==> src/rtl/counter_scheduler_pkg.sv <==
// ---------------------------------------------------------------------------
// cnt_sched_pkg
//
// Purpose : shared definitions for the counter_scheduler block and its
//           round-robin arbiter.
// Contents:
//   CNT_SCHED_NREQ   default number of requesters sharing the counter
//   CNT_SCHED_WIDTH  default counter / length width in bits
//   state_t          scheduler FSM state encoding
//   idx_width()      width of a requester index (never below 1 bit)
// ---------------------------------------------------------------------------
package cnt_sched_pkg;

    localparam int unsigned CNT_SCHED_NREQ  = 4;
    localparam int unsigned CNT_SCHED_WIDTH = 4;

    typedef enum logic [1:0] {
        ST_IDLE,
        ST_LOAD,
        ST_RUN,
        ST_DONE
    } state_t;

    // A single requester still needs a 1-bit index signal.
    function automatic int unsigned idx_width(input int unsigned n);
        return (n > 1) ? $clog2(n) : 1;
    endfunction

endpackage : cnt_sched_pkg

==> src/rtl/counter_scheduler_rr_arbiter.sv <==
// ---------------------------------------------------------------------------
// rr_arbiter
//
// Purpose : purely combinational round-robin pick. The winner is the first
//           set request bit at or after ptr+1, wrapping modulo NREQ, so the
//           requester named by ptr has the lowest priority.
// Ports   :
//   req        [NREQ-1:0]  request vector
//   ptr        [IDXW-1:0]  index of the most recently served requester
//   grant      [NREQ-1:0]  one-hot winner, zero when no request is set
//   grant_idx  [IDXW-1:0]  binary index of the winner (0 when none)
//   valid                  at least one request is set
// ---------------------------------------------------------------------------
module rr_arbiter
    import cnt_sched_pkg::*;
#(
    parameter  int unsigned NREQ = CNT_SCHED_NREQ,
    localparam int unsigned IDXW = idx_width(NREQ)
) (
    input  logic [NREQ-1:0] req,
    input  logic [IDXW-1:0] ptr,
    output logic [NREQ-1:0] grant,
    output logic [IDXW-1:0] grant_idx,
    output logic            valid
);

    // (base + off) mod NREQ, truncated to an index.
    function automatic logic [IDXW-1:0] wrap_idx(input logic [IDXW-1:0] base,
                                                 input int unsigned     off);
        int unsigned sum;
        sum = (32'(base) + off) % NREQ;
        return sum[IDXW-1:0];
    endfunction

    always_comb begin
        valid     = 1'b0;
        grant_idx = '0;
        // Offsets 1..NREQ visit ptr+1 first and ptr itself last.
        for (int unsigned i = 1; i <= NREQ; i++) begin
            if (!valid && req[wrap_idx(ptr, i)]) begin
                valid     = 1'b1;
                grant_idx = wrap_idx(ptr, i);
            end
        end
    end

    always_comb begin
        grant = '0;
        for (int unsigned j = 0; j < NREQ; j++) begin
            grant[j] = valid && (grant_idx == IDXW'(j));
        end
    end

endmodule : rr_arbiter

==> src/rtl/counter_scheduler.sv <==
// ---------------------------------------------------------------------------
// counter_scheduler
//
// Purpose : shares one up-counter among NREQ requesters. An idle scheduler
//           picks a requester round-robin, captures its target length,
//           counts enable-qualified ticks up to that length, then pulses
//           done with the owner's index and returns to idle.
//
// Optional feature (macro CNT_SCHED_ABORT_EN):
//   defined   - the owner dropping its req while the count runs abandons
//               the run: aborted pulses for one cycle, no done.
//   undefined - req is ignored once granted; aborted is constant 0.
//
// Ports:
//   clk       clock, all state on the rising edge
//   clrn      asynchronous active-low reset
//   enable    count-tick qualifier
//   req       [NREQ-1:0]        level requests, held until done/abort
//   len       [NREQ*WIDTH-1:0]  per-requester target, slice i = [i*WIDTH +: WIDTH]
//   gnt       [NREQ-1:0]        one-hot grant during LOAD and RUN
//   busy                        high during LOAD and RUN
//   count     [WIDTH-1:0]       shared counter value
//   done                        one-cycle completion pulse
//   done_id   [IDXW-1:0]        completed requester index while done=1
//   aborted                     one-cycle abandoned-run pulse
// ---------------------------------------------------------------------------
module counter_scheduler
    import cnt_sched_pkg::*;
#(
    parameter  int unsigned NREQ  = CNT_SCHED_NREQ,
    parameter  int unsigned WIDTH = CNT_SCHED_WIDTH,
    localparam int unsigned IDXW  = idx_width(NREQ)
) (
    input  logic                  clk,
    input  logic                  clrn,
    input  logic                  enable,
    input  logic [NREQ-1:0]       req,
    input  logic [NREQ*WIDTH-1:0] len,
    output logic [NREQ-1:0]       gnt,
    output logic                  busy,
    output logic [WIDTH-1:0]      count,
    output logic                  done,
    output logic [IDXW-1:0]       done_id,
    output logic                  aborted
);

    state_t            state;
    state_t            state_nxt;

    logic [IDXW-1:0]   ptr;
    logic [IDXW-1:0]   win_idx;
    logic [WIDTH-1:0]  len_q;

    logic [NREQ-1:0]   arb_grant;
    logic [IDXW-1:0]   arb_idx;
    logic              arb_valid;
    logic [WIDTH-1:0]  len_sel;
    logic [WIDTH-1:0]  count_inc;
    logic              abort_now;

    // -----------------------------------------------------------------------
    // Arbitration and length selection (only consumed in IDLE)
    // -----------------------------------------------------------------------
    rr_arbiter #(
        .NREQ (NREQ)
    ) u_arb (
        .req       (req),
        .ptr       (ptr),
        .grant     (arb_grant),
        .grant_idx (arb_idx),
        .valid     (arb_valid)
    );

    always_comb begin
        len_sel = '0;
        for (int unsigned i = 0; i < NREQ; i++) begin
            if (arb_grant[i]) begin
                len_sel = len[i*WIDTH +: WIDTH];
            end
        end
    end

    // count never exceeds len_q (at most 2^WIDTH-1), so this cannot wrap
    // on any increment that is actually committed.
    assign count_inc = count + WIDTH'(1);

`ifdef CNT_SCHED_ABORT_EN
    assign abort_now = (state == ST_RUN) && !req[win_idx];
`else
    assign abort_now = 1'b0;
`endif

    // -----------------------------------------------------------------------
    // FSM: state register
    // -----------------------------------------------------------------------
    always_ff @(posedge clk or negedge clrn) begin
        if (!clrn) begin
            state <= ST_IDLE;
        end else begin
            state <= state_nxt;
        end
    end

    // -----------------------------------------------------------------------
    // FSM: next-state logic
    // -----------------------------------------------------------------------
    always_comb begin
        state_nxt = state;
        case (state)
            ST_IDLE: begin
                if (arb_valid) begin
                    state_nxt = ST_LOAD;
                end
            end
            ST_LOAD: begin
                state_nxt = (len_q == '0) ? ST_DONE : ST_RUN;
            end
            ST_RUN: begin
                if (abort_now) begin
                    state_nxt = ST_IDLE;
                end else if (enable && (count_inc == len_q)) begin
                    state_nxt = ST_DONE;
                end
            end
            ST_DONE: begin
                state_nxt = ST_IDLE;
            end
            default: begin
                state_nxt = ST_IDLE;
            end
        endcase
    end

    // -----------------------------------------------------------------------
    // FSM: outputs decoded from the registered state and owner index
    // -----------------------------------------------------------------------
    always_comb begin
        busy    = (state == ST_LOAD) || (state == ST_RUN);
        done    = (state == ST_DONE);
        done_id = (state == ST_DONE) ? win_idx : '0;
        gnt     = '0;
        for (int unsigned i = 0; i < NREQ; i++) begin
            gnt[i] = busy && (win_idx == IDXW'(i));
        end
    end

    // -----------------------------------------------------------------------
    // Datapath: owner capture, shared counter, round-robin pointer, abort
    // -----------------------------------------------------------------------
    always_ff @(posedge clk or negedge clrn) begin
        if (!clrn) begin
            // ptr starts at the last requester so requester 0 wins first.
            ptr     <= IDXW'(NREQ - 1);
            win_idx <= '0;
            len_q   <= '0;
            count   <= '0;
            aborted <= 1'b0;
        end else begin
            aborted <= abort_now;
            case (state)
                ST_IDLE: begin
                    // Owner and length are frozen here; later req/len
                    // changes cannot disturb the run.
                    if (arb_valid) begin
                        win_idx <= arb_idx;
                        len_q   <= len_sel;
                    end
                end
                ST_LOAD: begin
                    count <= '0;
                end
                ST_RUN: begin
                    // An abandoned run still rotates priority past its owner;
                    // the counter keeps its last value.
                    if (abort_now) begin
                        ptr <= win_idx;
                    end else if (enable) begin
                        count <= count_inc;
                    end
                end
                ST_DONE: begin
                    ptr <= win_idx;
                end
                default: begin
                end
            endcase
        end
    end

endmodule : counter_scheduler

==> config.mk <==
export PLATFORM = sky130hd
export DESIGN_NAME = counter_scheduler
export DESIGN_NICKNAME = d
export VERILOG_FILES = /design/src/rtl/counter_scheduler_pkg.sv /design/src/rtl/counter_scheduler_rr_arbiter.sv /design/src/rtl/counter_scheduler.sv
export SDC_FILE = /design/constraint.sdc
export NUM_CORES = 1
export LEC_CHECK = 0
export ABC_AREA = 0
export CAP_MARGIN = 20
export CORE_MARGIN = 1
export CORE_UTILIZATION = 48
export CTS_BUF_LIST = sky130_fd_sc_hd__clkbuf_4 sky130_fd_sc_hd__clkbuf_8
export DETAILED_ROUTE_END_ITERATION = 16
export HOLD_SLACK_MARGIN = 0.08
export PLACE_DENSITY = 0.82
export SLEW_MARGIN = 20
export SYNTH_ARGS = -nofsm -noshare
export SYNTH_HDL_FRONTEND = slang
export SYNTH_HIERARCHICAL = 1
export SYNTH_SLANG_ARGS = --single-unit
==> constraint.sdc <==
create_clock -name clk -period 2.42 [get_ports clk]
set_input_delay 0.484 -clock clk [delete_from_list [all_inputs] [get_ports clk]]
set_output_delay 0.484 -clock clk [all_outputs]
set_load 0.02 [all_outputs]
==> reports/metrics.yaml <==
status: "finished clean"
postCtsHoldBufs: 0
synth_common_cells: "dfrtp_1 (12), nor2_1 (10), nand2_1 (8)"
die_area_um2: 2600
cts_sinks: 14
synth_top_area_share: 0.261
place_ws_ps: -23.8
ys_types: 46
wl_per_cell_um: 13.6
worstSkewPairLatency_ps: 280
netlist_top_cells_area: "dfrtp_1 (26%), ha_1 (6.5%), mux2_1 (4.9%)"
setup-tns-final_ps: 0
clockBufferDepth: 2
syn_area_um2: 1150
layout-drive-gt1-share: 0.0988
synth_edf_count: 0
ff2ff_setup_slack_ps: 360
first_pass_iters: 4
initial_utilization: 0.515
pwr-share-seq: 0.303
endpoint_kind: "output pin"
setup_violations: 0
switchingPower_uw: 747
drt_iter0_markers: 17
cp_cell_sequence: "inv_1 -> ha_1 -> clkdlybuf4s50_1"
cts_tree: "yes"
crit_fanout: 6
maxSlewViolCount: 0
netlist.top_cell.by_area: "dfrtp_1"
num_antenna_cells: 0
finClkSkew_ps: 2.10
timing.fmax_ghz: 0.432
fin_cells: 190
slowest_stage: "clkdlybuf4s50_1"
final_util: 0.685
grt_overflow: 0
cts_resized: 4
port_buffers: 34
required_ps: 1940
switching_share: 0.442
yosys.cell_count.top_type: "dfrtp_1"
ys_ff_latch: 14
slew_headroom: 0.575
clockRootBuffer: "clkbuf_4"
routed_wl_um: 2590
vias: 1073
rsz0062_at_grt: "no"
power.internal_uw: 942
setup_ws_ps: 104
ys_warn_count: 6
ctsHtreeMaxLevel: 1
peakVddDrop_uv: 700
numCtsBuffers: 3
path_class: "register to output pin"
hold_viol_final: 0
layout.nets: 192
ys_seq_area_frac: 0.307
grt_max_degree: 15
post_cts_buffers: 0
drc: 0
antenna_found_initial: 0
p_clk_frac: 0.088
fill_cells: 180
period_needed_ps: 2320
start_kind: "register"
p_comb_frac: 0.609
fp.dieW_um: 50.9
clkSlewWorstSetupHoldPaths_ps: 80
via_per_inst: 5.65
num_rows: 17
gp_congestion: 0.846
dpl.cell_count: 186
gr-usage-all-layers: 0.213
total_power_uw: 1690
ios: 36
hold_class: "register to register"
synthArstFlopShare: 1.00
synth_flop_cell: "dfrtp_1"
die_h_um: 50.9
grt_pass1_vias: 1010
p_per_area_nw_per_um2: 1110
critPathMaxStageDelay_ps: 630
coreArea_um2: 2230
maxCapViolations: 0
p_leak_uw: 0.000668
syn_nets: 156
fin_crit_sh: 0.957
synthCells: 127
dp_hpwl_um: 2060
worstMarginPinSlew_ps: 635
syn2layout_area_growth_pct: 33.0
arrival_ps: 1830
antenna_left: 0
grt_pass1_wl_um: 4110
syn_area_per_cell_um2: 9.05
state kept, by name, summed over array words and instances (netlist names):
register,cells
win_idx,2
len_q,4
ptr,2
count,4
state,2
through the flow:
stage               hold slack, ps  instance area [um2]
floorplan                      188                 1150
global placement               539                 1500
detailed placement             565                 1500
CTS                            584                 1530
global route                   608                 1530
finish                         580                 1530
power groups by stage:
stage	sequential (uW)	clock, uW	combinational, uW
2_1_floorplan	466	0	762
3_3_place_gp	504	0	1010
3_5_place_dp	514	0	1050
4_1_cts	510	151	1030
5_1_grt	529	168	1110
6_report	512	148	1030
worst max-delay path: cells and delay by family (launching register included):
kind                       cells  cell delay, ps
adders and majority gates      1             400
DFF                            1             400
buffers and inverters          2             750
cells in the final DEF (no fill, tap or decap), types with 4 or more instances in the layout:
cell             count
ha_1                 6
nand2_1              8
a31oi_1              4
xor2_1               4
dfrtp_1             12
clkbuf_4             4
mux2_1               5
xnor2_1              4
clkdlybuf4s50_1     30
nor2_1              10
a21oi_1              4
dlygate4sd2_1        4
buf_4                5
a211o_1              4
a221oi_1             4
inv_1                5
nand3_1              4
metal layers:
layer	routed length (um)	up-vias	track usage	share of wire
li1	-	522	-	-
met1	1130	505	0.225	0.44
met2	1320	41	0.410	0.51
met3	105	5	0.0357	0.041
met4	35	0	0.0833	0.014
met5	0	-	0	0
cell families (layout without fill, tap and decap cells):
family,count (synthesis),in the layout,share of synthesized area
AO/OA/AOI/OAI,36,36,0.239
XOR/XNOR,8,8,0.0609
adder cells (fa/ha/maj),6,6,0.0653
buffers and inverters,16,51,0.0773
flip-flops,14,14,0.307
multiplexers,7,7,0.0685
other,1,1,0.00326
AND/OR/NAND/NOR,39,39,0.178
final cells by class:
type,instances,area [um2],share of cell area
tap,28,35.0,0.0229
clock buffer,4,30.0,0.0196
timing repair buffer,39,373,0.244
inverter,8,30.0,0.0196
multi-input combinational,97,708,0.463
sequential,14,353,0.231
worst paths after layout:
path	start	depth (start not counted)	endpoint
min in group asynchronous	clrn	1	count[1]$_DFFE_PN0P_
max reg2reg	ptr[1]$_DFFE_PN1P_	7	len_q[3]$_DFFE_PN0P_
min	count[2]$_DFFE_PN0P_	1	count[2]$_DFFE_PN0P_
min reg2reg	count[2]$_DFFE_PN0P_	1	count[2]$_DFFE_PN0P_
max	state[0]$_DFFE_PN0P_	3	busy
max in group asynchronous	clrn	1	win_idx[1]$_DFFE_PN0P_
No activity file was read; power rests on OpenSTA's default activity.
